==> src/rtl/lcd_timing_driver.sv <==
// lcd_timing_driver: 800x480 RGB panel timing, pixel request decode and per-frame game tick.
// Requests lead the registered panel outputs by one pclk so renderers get a full cycle.
module lcd_timing_driver #(
    parameter int H_SYNC  = 128,
    parameter int H_BACK  = 88,
    parameter int H_DISP  = 800,
    parameter int H_FRONT = 40,
    parameter int V_SYNC  = 2,
    parameter int V_BACK  = 33,
    parameter int V_DISP  = 480,
    parameter int V_FRONT = 10
) (
    input  logic        lcd_pclk,
    input  logic        rst_n,
    input  logic [15:0] pixel_data,
    output logic [10:0] pixel_xpos,
    output logic [10:0] pixel_ypos,
    output logic        data_req,
    output logic        lcd_hs,
    output logic        lcd_vs,
    output logic        lcd_de,
    output logic [15:0] lcd_rgb,
    output logic        frame_tick
);
    localparam logic [10:0] H_LAST = 11'(H_SYNC + H_BACK + H_DISP + H_FRONT - 1);
    localparam logic [10:0] V_LAST = 11'(V_SYNC + V_BACK + V_DISP + V_FRONT - 1);
    localparam logic [10:0] X_BEG  = 11'(H_SYNC + H_BACK - 1);
    localparam logic [10:0] X_END  = 11'(H_SYNC + H_BACK + H_DISP - 1);
    localparam logic [10:0] Y_BEG  = 11'(V_SYNC + V_BACK);
    localparam logic [10:0] Y_END  = 11'(V_SYNC + V_BACK + V_DISP);
    localparam logic [10:0] HS_END = 11'(H_SYNC);
    localparam logic [10:0] VS_END = 11'(V_SYNC);

    logic [10:0] h_cnt_q, h_cnt_d, v_cnt_q, v_cnt_d;
    logic        h_wrap;
    logic        hs_q, vs_q, de_q, tick_q;
    logic [15:0] rgb_q;

    always_comb begin
        h_wrap     = h_cnt_q == H_LAST;
        h_cnt_d    = h_wrap ? '0 : h_cnt_q + 11'd1;
        v_cnt_d    = !h_wrap ? v_cnt_q : (v_cnt_q == V_LAST ? '0 : v_cnt_q + 11'd1);
        data_req   = (h_cnt_q >= X_BEG) && (h_cnt_q < X_END) && (v_cnt_q >= Y_BEG) && (v_cnt_q < Y_END);
        pixel_xpos = data_req ? h_cnt_q - X_BEG : '0;
        pixel_ypos = data_req ? v_cnt_q - Y_BEG : '0;
    end

    always_ff @(posedge lcd_pclk) begin
        if (!rst_n) begin
            h_cnt_q <= '0;
            v_cnt_q <= '0;
            hs_q    <= 1'b1;
            vs_q    <= 1'b1;
            de_q    <= 1'b0;
            rgb_q   <= '0;
            tick_q  <= 1'b0;
        end else begin
            h_cnt_q <= h_cnt_d;
            v_cnt_q <= v_cnt_d;
            hs_q    <= !(h_cnt_q < HS_END);
            vs_q    <= !(v_cnt_q < VS_END);
            de_q    <= data_req;
            rgb_q   <= data_req ? pixel_data : 16'h0000;
            // first front-porch line: the start of vertical blanking
            tick_q  <= (h_cnt_q == '0) && (v_cnt_q == Y_END);
        end
    end

    assign lcd_hs     = hs_q;
    assign lcd_vs     = vs_q;
    assign lcd_de     = de_q;
    assign lcd_rgb    = rgb_q;
    assign frame_tick = tick_q;
endmodule

==> config.mk <==
export PLATFORM = sky130hd
export DESIGN_NAME = lcd_timing_driver
export DESIGN_NICKNAME = d
export VERILOG_FILES = /design/src/rtl/lcd_timing_driver.sv
export SDC_FILE = /design/constraint.sdc
export NUM_CORES = 1
export LEC_CHECK = 0
export CAP_MARGIN = 20
export CORE_ASPECT_RATIO = 0.75
export CORE_MARGIN = 2
export CORE_UTILIZATION = 49
export DETAILED_ROUTE_END_ITERATION = 12
export PLACE_DENSITY_LB_ADDON = 0.15
export SYNTH_ARGS = -nofsm -noshare
export SYNTH_HDL_FRONTEND = slang
export SYNTH_SLANG_ARGS = --single-unit
export TNS_END_PERCENT = 20
==> constraint.sdc <==
create_clock -name lcd_pclk -period 2.9 [get_ports lcd_pclk]
set_clock_uncertainty 0.2 [all_clocks]
set_input_delay 0.58 -clock lcd_pclk [delete_from_list [all_inputs] [get_ports lcd_pclk]]
set_output_delay 0.58 -clock lcd_pclk [all_outputs]
set_load 0.05 [all_outputs]
==> results.md <==
* Status: finished, violations left
* Violated checks: setup timing
* Placed inst area at 3210 µm²
* FMAX at 0.343 GHz
* Static Leak at 1.19 nW
* Vias in the first global route at 2,144
* Die W at 83.4 µm
* IO buf count at 60
* Post-synthesis sequential area ratio at 0.363
* Clock tree from TritonCTS: done
* #FFs+latches synth at 42
* Num CTS Buffers at 5
* Max FO, Critical Path at 7
* Synth Area in Compound Gates at 0.123
* Hold Path Origin: v_cnt_q[0]
* Mux cell area share after synthesis at 0
* Mapped Avg Cell Area at 8.40 µm²
* Drt first pass iters at 5
* R2r setup slk at 750 ps
* Final Hold Viols at 0
* PD cells at 309 nW/µm²
* Top cell type's share of synthesized area at 0.363
* FF-to-FF Start: v_cnt_q[5]
* GRT overflow at 0
* Placed cell count at 381
* Nets at 358
* Max-slew violation count at 0
* Initial DRC Count at 170
* Synth Instances at 276
* Setup TNS Final at -28.0 ps
* Clk root buf: clkbuf_8
* Core area at 4520 µm²
* Worst Setup Slack, final at -15.4 ps
* Die Height at 63.6 µm
* Worst R2R Path Depth at 5
* Fin Hold WS at 311 ps
* Xor/xnor cell area share of the yosys netlist at 0.0793
* DRC at 0
* Fill count at 288
* Post-route ant nets at 0
* Clk Latency, worst-skew pair at 310 ps
* Synth async-reset ratio at 0
* Worst-path clk slew at 90 ps
* NetSw at 0.000296 W
* First-pass GRT wire length at 10,700 µm
* Hold depth at 1
* Die area at 5300 µm²
* Area Overhead vs Synth at 54.6%
* Yosys top cell by area: dfxtp_1
* Design internal power at 0.000813 W
* Vias at 2,363
* CP Cell Sequence: or3_4, nor4_4, a21oi_4, clkbuf_16, nor4_4, buf_12
* Power share of the combinational group at 0.096
* Multi-input gate area at 1460 µm²
* Share of layout cells above drive strength 1 at 0.291
* Initial Util at 0.513
* Crit path kind: reg -> out
* Rel. slew slack at 0.631
* EDFF count, synth at 0
* Finished Layout Cells at 394
* Worst path max stage delay at 380 ps
* Cell mode on critical path: nor4_4
* I/O pins at 61
* Synth Area in Simple Gates at 0.335
* Drt total wl at 7000 µm
* WL/cell at 17.8 µm
* Final period util at 1.01
* Tot Pwr at 0.00111 W
* Final instance area at 3580 µm²
* Sw frac at 0.267
* Mapped Area at 2320 µm²
* Inserted Diodes at 0
* Main flop type after synthesis: dfxtp_1
* Largest family of logic cells by synthesized area: simple AND/OR/NAND/NOR gates
* Crit path required time at 2120 ps
* Slew @ Worst Pin at 552 ps
* Hpwl dp at 4460 µm
* Initial antenna violation count at 0
* Clock power share at 0.362
* # setup viols final at 2
* Largest net degree at the start of global routing at 34
* Share of power burned in registers at 0.542
* # rows at 21
* Slowest-stage cell, CP: or3_4
* CTS Buffer Depth at 2
* Post-route minimum period at 2920 ps
* Vias per cell at 6.00
* Number of distinct library cells after synthesis at 52
* Peak VDD IR at 0.245 mV
* CP delay by family, top: simple AND/OR/NAND/NOR gates
* Hold endpoint: v_cnt_q[0]
* Arrival time of the worst setup path at 2140 ps
* # H-tree levels at 2
* Post-Syn Nets at 298
* Crit end category: output port
* GP Congestion at 0.956
* Synth warn at 0
* Hold Path Class: reg -> reg
* Worst Setup Start Kind: flip-flop
* Adder-Cell Fraction of Synth Area at 0.0216
* Worst r2r dst: v_cnt_q[10]
* CP bufs+invs at 2
* Sequential cell area at 860 µm²
* RSZ-0062 raised after global routing: yes
* Clock Sinks at 42
* Total of max-cap violations at 0
* All-Layer GR Usage at 0.255
* Ranking of synthesized cells by area: dfxtp_1 (36%), xnor2_1 (6.8%), nor3b_1 (6.2%)
* Top post-synthesis cells by count: dfxtp_1 (42), nor3_1 (25), nor2_1 (22)
* Most common cell in the netlist: dfxtp_1
## worst max path at each step
stage,slack [ps],start,end,cells after the start
global route,-100,v_cnt_q[0],pixel_ypos[9],8
detailed placement,160,v_cnt_q[3],pixel_ypos[3],6
floorplan,-400,h_cnt_q[0],pixel_xpos[9],6
global placement,200,v_cnt_q[3],pixel_xpos[5],6
finish,-20,v_cnt_q[8],pixel_xpos[5],6
CTS,-1,v_cnt_q[2],pixel_xpos[5],6
## sequential cells by signal (all words and copies together) (netlist names)
name / flops
lcd_rgb: 16
h_cnt_q: 11
v_cnt_q: 11
frame_tick: 1
lcd_de: 1
lcd_hs: 1
lcd_vs: 1
## cell usage in the layout, fill, tap and decap left out, types with 3 or more instances in the layout
cell type,netlist,routed
a21o_1,3,3
a21oi_1,11,11
a31oi_1,3,3
and2_1,3,3
buf_12,0,24
buf_4,3,13
clkbuf_16,0,3
clkbuf_8,0,5
clkdlybuf4s50_1,0,37
dfxtp_1,42,29
dfxtp_2,0,12
inv_1,11,11
nand2_1,13,13
nand3_1,8,8
nand4_1,9,9
nor2_1,22,22
nor3_1,25,8
nor3_2,1,18
nor3b_1,19,16
nor3b_2,1,4
nor4_4,1,3
o21ai_0,7,7
o31ai_1,5,5
or4_1,5,5
xnor2_1,18,18
xor2_1,3,3
## through the flow
| stage | setup WS (ps) | util |
|---|---|---|
| floorplan | -399 | - |
| CTS | -1.09 | 0.764 |
| global route | -103 | 0.793 |
| finish | -15.4 | 0.793 |
| detailed placement | 160 | 0.711 |
| global placement | 200 | 0.711 |
## final cells by class
class                           instances  area share
Clock buffer                            5      0.0192
Timing Repair Buffer                   80       0.296
Sequential cell                        42       0.240
Inverter                               11      0.0115
Multi-Input combinational cell        196       0.407
Tap cell                               57      0.0199
Clock inverter                          3     0.00663
## logic make-up after synthesis
logic type / after synthesis
and+or+nand+nor: 128
xor gates and xnor gates: 21
AOI/OAI and AO/OA: 43
adders and majority gates: 4
buffers and inverters: 38
DFF: 42
## metal layers
layer | vias up | wire length (µm) | global-route usage
met3 | 9 | 538 | 0.0642
met4 | 0 | 88 | 0.0867
met5 | - | 0 | 0
met1 | 1135 | 3030 | 0.348
met2 | 106 | 3340 | 0.394
li1 | 1113 | - | -
## what timing repair did
item | 4_1_cts | 5_1_grt
cloned | 0 | 3
endpoints found under the setup margin | 23 | 23
hold endpoints to repair | 0 | 0
gates resized for setup | 27 | 19
hold buffers | 0 | 0
pin swaps | 1 | 2
buffers inserted | 1 | 1
## power by group through the flow
stage	Combinational, W	Clock, W	Sequential, W
floorplan	0.0000502	0	0.000612
global placement	0.0000933	0	0.000610
detailed placement	0.0000939	0	0.000610
CTS	0.000102	0.000405	0.000599
global route	0.000112	0.000441	0.000603
finish	0.000106	0.000402	0.000601
Note: power is estimated with default switching activity, not from simulation.
